## config.mk

```make
export PLATFORM = sky130hd
export DESIGN_NAME = inst_fetch_queue
export DESIGN_NICKNAME = d
export VERILOG_FILES = /design/src/rtl/inst_fetch_queue.sv
export SDC_FILE = /design/constraint.sdc
export NUM_CORES = 1
export LEC_CHECK = 0
export ABC_AREA = 1
export CELL_PAD_IN_SITES_DETAIL_PLACEMENT = 1
export CELL_PAD_IN_SITES_GLOBAL_PLACEMENT = 1
export CORE_MARGIN = 1
export CORE_UTILIZATION = 44
export CTS_BUF_LIST = sky130_fd_sc_hd__clkbuf_8
export CTS_CLUSTER_DIAMETER = 100
export DETAILED_ROUTE_END_ITERATION = 10
export GPL_TIMING_DRIVEN = 0
export PLACE_DENSITY = 0.85
export REMOVE_ABC_BUFFERS = 1
export SLEW_MARGIN = 0
export SYNTH_ARGS = -nofsm -noshare
export SYNTH_HDL_FRONTEND = slang
export SYNTH_SLANG_ARGS = --single-unit
```

## constraint.sdc

```tcl
create_clock -name clk -period 33 [get_ports clk]
set_clock_uncertainty 0.1 [all_clocks]
set_input_delay 6.6 -clock clk [delete_from_list [all_inputs] [get_ports clk]]
set_output_delay 6.6 -clock clk [all_outputs]
set_load 0.05 [all_outputs]
```

## src/rtl/inst_fetch_queue.sv

```systemverilog
// inst_fetch_queue: fetch PC owner with a single-outstanding ICache request and a DEPTH-entry {pc, inst} FIFO.
// Ports:
//   clk, rst (async active-high), rdy (global hold when low)
//   pred_next_pc (in)  / fetch_pc (out)   : predictor loop for the current fetch PC
//   flush, flush_pc (in)                  : redirect, empties FIFO, drops an in-flight response
//   ic_req, ic_addr (out)                 : ICache request, held until the response arrives
//   ic_resp_valid, ic_resp_inst (in)      : one-cycle ICache response
//   out_valid, out_inst, out_pc (out), out_ready (in) : FIFO head toward decode
module inst_fetch_queue #(
  parameter int ADDR_W = 32,
  parameter int INST_W = 32,
  parameter int DEPTH = 4,
  parameter logic [ADDR_W-1:0] RESET_PC = '0
) (
  input  logic              clk,
  input  logic              rst,
  input  logic              rdy,
  input  logic [ADDR_W-1:0] pred_next_pc,
  output logic [ADDR_W-1:0] fetch_pc,
  input  logic              flush,
  input  logic [ADDR_W-1:0] flush_pc,
  output logic              ic_req,
  output logic [ADDR_W-1:0] ic_addr,
  input  logic              ic_resp_valid,
  input  logic [INST_W-1:0] ic_resp_inst,
  output logic              out_valid,
  output logic [INST_W-1:0] out_inst,
  output logic [ADDR_W-1:0] out_pc,
  input  logic              out_ready
);
  localparam int AW = $clog2(DEPTH);
  localparam int CW = AW + 1;
  logic [ADDR_W-1:0] fetch_pc_q, fetch_pc_d;
  logic              ic_req_q, ic_req_d;
  logic              drop_q, drop_d;
  logic [AW-1:0]     rd_ptr_q, rd_ptr_d, wr_ptr_q, wr_ptr_d;
  logic [CW-1:0]     count_q, count_d, count_nx;
  logic [ADDR_W-1:0] pc_mem_q [DEPTH];
  logic [ADDR_W-1:0] pc_mem_d [DEPTH];
  logic [INST_W-1:0] inst_mem_q [DEPTH];
  logic [INST_W-1:0] inst_mem_d [DEPTH];
  logic              pop, push;
  // A response is only accepted while our own request is live, so anything
  // arriving after reset or during a drop window never enters the FIFO.
  assign pop      = rdy & (count_q != '0) & out_ready;
  assign push     = rdy & ic_resp_valid & ic_req_q & ~drop_q & ~flush;
  assign count_nx = count_q + CW'(push) - CW'(pop);
  always_comb begin
    fetch_pc_d = fetch_pc_q;
    ic_req_d   = ic_req_q;
    drop_d     = drop_q;
    rd_ptr_d   = rd_ptr_q;
    wr_ptr_d   = wr_ptr_q;
    count_d    = count_q;
    pc_mem_d   = pc_mem_q;
    inst_mem_d = inst_mem_q;
    if (rdy && flush) begin
      rd_ptr_d   = '0;
      wr_ptr_d   = '0;
      count_d    = '0;
      fetch_pc_d = flush_pc;
      // A request still awaiting its response (fresh or already being dropped)
      // must be swallowed before the redirected fetch can go out.
      drop_d     = (ic_req_q | drop_q) & ~ic_resp_valid;
      ic_req_d   = ~drop_d;
    end else if (rdy) begin
      rd_ptr_d = rd_ptr_q + AW'(pop);
      wr_ptr_d = wr_ptr_q + AW'(push);
      count_d  = count_nx;
      if (push) begin
        pc_mem_d[wr_ptr_q]   = fetch_pc_q;
        inst_mem_d[wr_ptr_q] = ic_resp_inst;
        fetch_pc_d           = pred_next_pc;
        ic_req_d             = count_nx < CW'(DEPTH);
      end else if (drop_q) begin
        drop_d = ~ic_resp_valid;
      end else if (!ic_req_q) begin
        ic_req_d = count_q < CW'(DEPTH);
      end
    end
  end
  always_ff @(posedge clk or posedge rst) begin
    if (rst) begin
      fetch_pc_q <= RESET_PC;
      ic_req_q   <= 1'b0;
      drop_q     <= 1'b0;
      rd_ptr_q   <= '0;
      wr_ptr_q   <= '0;
      count_q    <= '0;
      for (int i = 0; i < DEPTH; i++) begin
        pc_mem_q[i]   <= '0;
        inst_mem_q[i] <= '0;
      end
    end else begin
      fetch_pc_q <= fetch_pc_d;
      ic_req_q   <= ic_req_d;
      drop_q     <= drop_d;
      rd_ptr_q   <= rd_ptr_d;
      wr_ptr_q   <= wr_ptr_d;
      count_q    <= count_d;
      pc_mem_q   <= pc_mem_d;
      inst_mem_q <= inst_mem_d;
    end
  end
  assign fetch_pc  = fetch_pc_q;
  assign ic_req    = ic_req_q;
  assign ic_addr   = fetch_pc_q;
  assign out_valid = count_q != '0;
  assign out_inst  = inst_mem_q[rd_ptr_q];
  assign out_pc    = pc_mem_q[rd_ptr_q];
endmodule

```

* Word-level counts from Yosys, hierarchy flattened *
Index checks and enable logic that the tools add are counted.

word-level totals
  register bits after elaboration = 297
  bits of input ports = 102
  output and inout port bits = 130
  logic and storage cells = 77

operators by class
  $add $sub $neg = 4
  magnitude comparators = 5
  equal/unequal tests = 2
  multiplexer cells = 28
  bitwise gates (word level) = 15
  reductions and logical operators = 9

operator list
  kind                  count
  $bwmux W128           2
  $mux W32              8
  $bmux W32 S2          2
  $demux W32 S2         1
  $mux W1               9
  $mux W2               4
  $and A1 B1 Y1         7
  $ge A3 B3 Y1 const B  2
  $lt A3 B3 Y1 const B  2
  $mux W3               2
  $not A2 Y3            2
  $reduce_and A2 Y1     3
  $not A1 Y1            5
  $add A2 B1 Y2         2
  $reduce_bool A2 Y1    2
  $add A3 B1 Y3         1
  $lt A3 B1 Y1 const B  1
  $ne A3 B1 Y1 const B  1
  $reduce_and A3 Y1     1
  $reduce_bool A3 Y1    1
  $sub A3 B1 Y3         1
  $logic_and A1 B1 Y1   2
  $ne A2 B1 Y1 const B  1
  $or A1 B1 Y1          1

* Longest topological paths before layout *
Gate-level depths: netlist of the first run.

  word-level depth = 10
  depth in mapped cells = 14
  depth with buffers taken out = 14

* Worst setup path after synthesis of the first run *
No wires, ideal clock.

  path type = register -> output
  from = register rd_ptr_q[0]
  to = output port out_inst[0]
  arrival = 1907 ps
  data required time = 26300 ps
  slack = 24393 ps
  stages on the path, launching flop included = 7
  path buffers = 3
  cells stage by stage = dfrtp_1 -> buf_2 -> inv_1 -> buf_2 -> clkbuf_1 -> nor2_1 -> o22ai_1

on the way
  longest elaborated chain between the ends = 4

ends and longest elaborated chain
  item                                          RTL line  RTL
  from (decl)                                   36        logic [AW-1:0] rd_ptr_q, rd_ptr_d, wr_ptr_q, wr_ptr_d;
  from (signal assigned)                        98        rd_ptr_q <= rd_ptr_d;
  $not A2 Y3 (implied by the code)              109       assign out_inst = inst_mem_q[rd_ptr_q];
  $bmux W32 S2                                  109
  $mux W32 (implied by the code) (2 in series)  109
  to (decl)                                     27        output logic [INST_W-1:0] out_inst,

No other way between the ends. The select of a mux whose other input is x is not followed.

* Final worst setup path of the first run *
  from = register rd_ptr_q[0]
  to = output port out_pc[7]

on the way
  longest elaborated chain between the ends = 4

ends and longest elaborated chain
  item                                          RTL line  RTL
  $not A2 Y3 (implied by the code)              110       assign out_pc = pc_mem_q[rd_ptr_q];
  $bmux W32 S2                                  110
  $mux W32 (implied by the code) (2 in series)  110
  to (decl)                                     28        output logic [ADDR_W-1:0] out_pc,

No other way between the ends. The select of a mux whose other input is x is not followed.

==> flow_metrics.py, run 1 <==
metrics = {
    "clock_tree": {
        "clkTransAtPathRegs_ns": 0.06,
        "holdBufCountCts": 0,
        "root_buffer": "clkbuf_8",
        "cts.sinks": 297,
        "cts.htree.levels": 2,
        "numCtsBuffers": 51,
        "clk_latency_ns": 0.56,
        "cts_tree": "built",
        "postCtsSetupBuffers": 0,
        "cts-resized-gates": 0,
        "cts_buffer_depth": 3,
    },
    "setup_path": {
        "critical_path.max_fanout": 75,
        "crit_path_max_incr_delay_ns": 0.86,
        "worstRegToRegCells": 6,
        "reg2reg_from": "ic_req",
        "path_common_cell": "buf_16",
        "end_kind": "output port",
        "required_ns": 26.30,
        "critPathSlowestCell": "clkdlybuf4s50_1",
        "crit_buf_inv": 4,
        "worstReg2RegEnd": "inst_mem_q[77]",
        "crit_arrival_ns": 3.83,
        "crit_type": "reg2out",
        "critPathTopFamily": "buffers and inverters",
        "crit_chain": "buf_16 > inv_4 > buf_16 > o21ai_0 > o22ai_1 > clkdlybuf4s50_1",
        "reg2reg_slack_ns": 30.44,
        "start_kind": "flip-flop",
    },
    "timing": {
        "worst-slew-pin-transition_ns": 1.15,
        "rsz0062_at_grt": "false",
        "final_hold_viol_count": 0,
        "relSlewSlack_pct": 23.3,
        "slew_viol_final": 0,
        "tns_ns": 0,
        "fin_crit_sh_pct": 31.9,
        "setup_viol": 0,
        "layout_min_cycle_time_ns": 10.53,
        "max_freq_mhz": 95.0,
    },
    "synthesis": {
        "yosys.area_share.simple_pct": 15.5,
        "synthArstFlopShare_pct": 100,
        "syn_area_mm2": 0.0134,
        "syn_inst": 1564,
        "ys_seq_elements": 297,
        "synthDistinctLibCells": 22,
        "synth_adder_area_share_pct": 0.522,
        "ys.flop_type": "dfrtp_1",
        "synthMuxAreaShare_pct": 0,
        "synth_xor_area_share_pct": 0,
        "synth_top_family_by_area": "compound AO/OA/AOI/OAI gates",
        "ys_warn_count": 0,
        "yosysSeqAreaShare_pct": 55.4,
        "avgSynthCellArea_um2": 8.58,
        "synth-compound-area-share_pct": 19.1,
        "synth_edf_count": 0,
    },
    "power_and_ir_drop": {
        "p_int_mw": 0.757,
        "power_density_mw_per_mm2": 76.8,
        "pwr-share-clk_pct": 25.7,
        "switching_share_pct": 40.6,
        "switchingPower_mw": 0.518,
        "p_seq_share_pct": 35.6,
        "p_comb_share_pct": 38.7,
        "leakagePower_nw": 7.77,
        "max-vdd-ir-drop_mv": 0.0397,
    },
    "detailed_routing": {
        "ant_nets": 0,
        "post-route-drc-count": 0,
        "drt_wl_total_um": 37700,
        "dr.first_iter.drc_count": 769,
        "m1WireLength_um": 15900,
        "routedWlPerCell_um": 17.6,
        "vias": 11500,
        "vias_per_cell": 5.36,
        "wl_met2_um": 18900,
        "wl_met3_um": 2140,
        "first_pass_iters": 5,
        "highest_layer": "met4",
    },
    "global_routing": {
        "grt_max_degree": 120,
        "grt-ovfl-total": 0,
        "grtUsageTotal_pct": 24.9,
        "antenna_found_initial": 0,
        "grt_pass1_vias": 12400,
        "grt_first_pass_wirelength_um": 62800,
    },
    "placement": {
        "place_congestion": 0.740,
        "dp.cells": 2052,
        "placement.io_buffers": 231,
        "hpwl_um": 21700,
    },
    "flow_run": {
        "maxCapViolCount": 0,
    },
    "min_path": {
        "min_path_cells": 2,
        "holdPathEnd": "pc_mem_q[67]",
        "hold_start": "pc_mem_q[67]",
        "hp-class": "reg2reg",
    },
    "floorplan": {
        "die_w_um": 177,
        "core-area_mm2": 0.0298,
        "fp.dieH_um": 177,
        "start_util_pct": 45.0,
        "fp-row-count": 63,
        "ios": 232,
        "die_area_mm2": 0.0312,
    },
    "finish": {
        "final_cell_mix": "nand2_1, o21ai_0, dfrtp_1",
        "seq_area_mm2": 0.00744,
        "n_antenna_cell": 0,
        "syn_to_final_growth_pct": 23.7,
        "layout.nets": 1822,
        "multi_input_area_mm2": 0.00474,
        "drive_above_1_share_pct": 5.41,
        "stdcell_count": 2145,
        "final_common_cell": "nand2_1",
        "nFillCells": 3483,
    },
    "run_status": {
        "status": "finished, final reports clean",
    },
}
worst max-delay path by stage:
stage                start  cells after the start             to  slack, ns
6_report       rd_ptr_q[0]                      6      out_pc[7]      22.47
5_1_grt        rd_ptr_q[0]                      6      out_pc[6]      22.32
4_1_cts        rd_ptr_q[0]                      6      out_pc[7]      22.40
3_3_place_gp           rst                      2  pc_mem_q[104]      14.34
3_5_place_dp   rd_ptr_q[0]                      6      out_pc[7]      23.02
2_1_floorplan          rst                      1     count_q[0]      18.10
tightest hold or removal path: cells and delay by family (launching register included):
family / cells / cell delay [ns]
simple gates: 1 / 0.05
flops: 1 / 0.34
compound gates: 1 / 0.06
synthesized netlist by cell type, types with 2 or more instances:
cell,count,area [um^2]
buf_6,31,349
o22ai_1,65,407
nand2_1,395,1480
dfrtp_1,297,7430
nor2_1,134,503
ha_1,4,50.1
inv_1,81,304
o21ai_1,46,230
clkbuf_2,3,15.0
buf_2,34,170
a21oi_1,5,25.0
o21ai_0,377,1890
clkbuf_1,38,143
buf_4,37,278
nand2_2,2,12.5
inv_2,2,7.51
nand3_1,4,20.0
nand3_2,5,50.1
metrics by stage:
step / cell area (um^2) / worst slack [ns] / power [mW] / utilization [%] / hold WS [ns]
after floorplan: 12500 / 18.10 / 0.775 / - / 0.348
after global placement: 15300 / 14.34 / 0.943 / 51.2 / 0.361
after detailed placement: 15600 / 23.02 / 0.953 / 52.2 / 0.368
after CTS: 16600 / 22.40 / 1.29 / 55.7 / 0.383
after global routing: 16600 / 22.32 / 1.34 / 55.7 / 0.402
final: 16600 / 22.47 / 1.27 / 55.7 / 0.379
power groups by stage:
stage / sequential, mW / clock [mW] / combinational (mW)
floorplan: 0.502 / 0 / 0.273
global placement: 0.462 / 0 / 0.481
detailed placement: 0.459 / 0 / 0.493
CTS: 0.454 / 0.337 / 0.498
global route: 0.461 / 0.352 / 0.528
finish: 0.454 / 0.327 / 0.493
registers in the layout, summed over array words and instances, names as in the netlist:
name        flops
pc_mem_q      128
rd_ptr_q        2
wr_ptr_q        2
inst_mem_q    128
drop_q          1
ic_req          1
count_q         3
fetch_pc       32
layer usage:
metal,global-route usage [%],vias to the layer above
met5,0,-
li1,-,5417
met1,31.4,5758
met4,6.57,0
met2,43.8,272
met3,4.61,56
layout make-up:
class                           count  share of cell area, %
Clock buffer                       67                   5.56
Clock inverter                     26                  0.611
Inverter                           83                   1.94
Multi-Input combinational cell   1041                   28.6
Sequential cell                   297                   44.8
Tap cell                          390                   2.94
Timing Repair Buffer              241                   15.5
cell families (layout without fill, tap and decap cells):
kind of cell               after synthesis  after routing
AOI/OAI and AO/OA                      495            495
adders and majority gates                5              5
buffers and inverters                  226            417
DFF                                    297            297
and+or+nand+nor                        541            541
No activity file was read; power rests on OpenSTA's default activity.
==> run 2: changes to the inputs <==
--- a/config.mk
+++ b/config.mk
@@ -9,12 +9,12 @@
 export CELL_PAD_IN_SITES_DETAIL_PLACEMENT = 1
 export CELL_PAD_IN_SITES_GLOBAL_PLACEMENT = 1
 export CORE_MARGIN = 1
-export CORE_UTILIZATION = 44
+export CORE_UTILIZATION = 41
 export CTS_BUF_LIST = sky130_fd_sc_hd__clkbuf_8
 export CTS_CLUSTER_DIAMETER = 100
 export DETAILED_ROUTE_END_ITERATION = 10
 export GPL_TIMING_DRIVEN = 0
-export PLACE_DENSITY = 0.85
+export PLACE_DENSITY = 0.8
 export REMOVE_ABC_BUFFERS = 1
 export SLEW_MARGIN = 0
 export SYNTH_ARGS = -nofsm -noshare
==> constraint.sdc (replaced) <==
create_clock -name clk -period 9.97 [get_ports clk]
set_clock_uncertainty 0.1 [all_clocks]
set_input_delay 1.994 -clock clk [delete_from_list [all_inputs] [get_ports clk]]
set_output_delay 1.994 -clock clk [all_outputs]
set_load 0.05 [all_outputs]
==> flow_metrics.py, run 2 (synthesis results as in run 1) <==
metrics = {
    "setup_path": {
        "cp-startpoint": "rd_ptr_q[0]",
        "reg2reg_from": "ic_req",
        "crit_arrival_ns": 3.46,
        "worstReg2RegEnd": "inst_mem_q[104]",
        "crit_end": "out_inst[13]",
        "crit_chain": "inv_4 > buf_16 > o21ai_0 > o22ai_1 > clkdlybuf4s50_1",
        "reg2reg_slack_ns": 7.36,
        "crit_buf_inv": 3,
        "worstRegToRegCells": 6,
        "required_ns": 7.88,
        "critPathSlowestCell": "clkdlybuf4s50_1",
        "crit_cells": 5,
        "critical_path.max_fanout": 74,
        "critPathTopFamily": "buffers and inverters",
        "crit_type": "reg2out",
        "crit_path_max_incr_delay_ns": 0.84,
        "start_kind": "flip-flop",
        "end_kind": "output port",
    },
    "finish": {
        "drive_above_1_share_pct": 5.54,
        "final_common_cell": "nand2_1",
        "utilization_pct": 52.1,
        "final_cell_mix": "nand2_1, o21ai_0, dfrtp_1",
        "syn_to_final_growth_pct": 23.8,
        "layout.nets": 1823,
        "n_antenna_cell": 0,
    },
    "global_routing": {
        "grt_pass1_vias": 11800,
        "antenna_found_initial": 0,
        "grtUsageTotal_pct": 22.6,
        "grt_first_pass_wirelength_um": 61100,
        "grt_max_degree": 113,
        "grt-ovfl-total": 0,
    },
    "clock_tree": {
        "cts.sinks": 297,
        "clk_latency_ns": 0.56,
        "cts.htree.levels": 2,
        "cts_buffer_depth": 3,
        "numCtsBuffers": 51,
        "holdBufCountCts": 0,
        "clkTransAtPathRegs_ns": 0.06,
        "cts_tree": "built",
        "postCtsSetupBuffers": 0,
        "root_buffer": "clkbuf_8",
        "cts-resized-gates": 0,
    },
    "floorplan": {
        "start_util_pct": 42.1,
        "ios": 232,
        "fp-row-count": 65,
        "core-area_mm2": 0.0319,
        "fp.dieH_um": 183,
        "die_area_mm2": 0.0334,
        "die_w_um": 183,
    },
    "timing": {
        "fin_crit_sh_pct": 55.7,
        "rsz0062_at_grt": "false",
        "max_freq_mhz": 180,
        "tns_ns": 0,
        "setup_viol": 0,
        "layout_min_cycle_time_ns": 5.56,
        "final_hold_viol_count": 0,
        "worst-slew-pin-transition_ns": 1.18,
        "slew_viol_final": 0,
        "relSlewSlack_pct": 21.4,
    },
    "power_and_ir_drop": {
        "power_density_mw_per_mm2": 252,
        "max-vdd-ir-drop_mv": 0.164,
        "switchingPower_mw": 1.71,
        "pwr-share-clk_pct": 25.3,
        "p_seq_share_pct": 35.8,
        "p_int_mw": 2.48,
        "p_comb_share_pct": 38.9,
        "switching_share_pct": 40.8,
        "leakagePower_nw": 7.72,
    },
    "detailed_routing": {
        "vias": 11300,
        "post-route-drc-count": 0,
        "first_pass_iters": 4,
        "vias_per_cell": 5.17,
        "drt_wl_total_um": 37000,
        "dr.first_iter.drc_count": 578,
        "routedWlPerCell_um": 16.9,
        "ant_nets": 0,
    },
    "placement": {
        "hpwl_um": 22200,
        "place_congestion": 0.741,
        "placement.io_buffers": 231,
    },
    "flow_run": {
        "maxCapViolCount": 0,
    },
    "run_status": {
        "status": "finished, final reports clean",
    },
    "min_path": {
        "hp-class": "reg2reg",
    },
}
## run 2: area by class of cell
cell class | count | area [um^2]
Tap cell | 435 | 544
Clock buffer | 64 | 881
Clock inverter | 25 | 113
Timing Repair Buffer | 242 | 2560
Multi-Input combinational cell | 1041 | 4740
Fill cell | 3797 | 15300
Inverter | 83 | 322
Sequential cell | 297 | 7440
## run 2: routing by layer
metal  vias to the layer above  global-route usage [%]  part of all wire (%)
li1                       5404                       -                     -
met1                      5613                    29.1                    44
met2                       239                    38.8                    49
met3                        61                    4.35                   4.8
met4                         0                    6.10                   2.1
met5                         -                       0                     0
## run 2: worst min-delay path by stage
| stage | start | to | slack, ns | depth (start not counted) |
|---|---|---|---|---|
| finish | inst_mem_q[71] | inst_mem_q[71] | 0.38 | 2 |
| global route | inst_mem_q[71] | inst_mem_q[71] | 0.39 | 2 |
| detailed placement | inst_mem_q[88] | inst_mem_q[88] | 0.37 | 2 |
| global placement | pc_mem_q[83] | pc_mem_q[83] | 0.36 | 2 |
| CTS | inst_mem_q[71] | inst_mem_q[71] | 0.38 | 2 |
| floorplan | inst_mem_q[32] | inst_mem_q[32] | 0.35 | 2 |
## run 2: through the flow
step	instance area [um^2]	setup slack, ns	power (mW)	hold slack (ns)	cells
after floorplan	12500	-0.328	2.56	0.348	1421
after global placement	15300	-4.30	3.13	0.361	2087
after detailed placement	15600	4.93	3.16	0.368	2098
after CTS	16600	4.31	4.24	0.382	2187
after global routing	16600	4.21	4.41	0.394	2187
final	16600	4.41	4.19	0.377	2187
## run 2: worst min-delay path, stage by stage (launching register included)
cell,delay (ns)
dfrtp_1,0.34
nand2_1,0.05
o21ai_0,0.06
## run 2: power by group through the flow
stage	clock (mW)	combinational, mW	sequential [mW]
6_report	1.06	1.63	1.50
5_1_grt	1.14	1.74	1.52
4_1_cts	1.09	1.65	1.50
3_5_place_dp	0	1.64	1.52
3_3_place_gp	0	1.60	1.53
2_1_floorplan	0	0.902	1.66
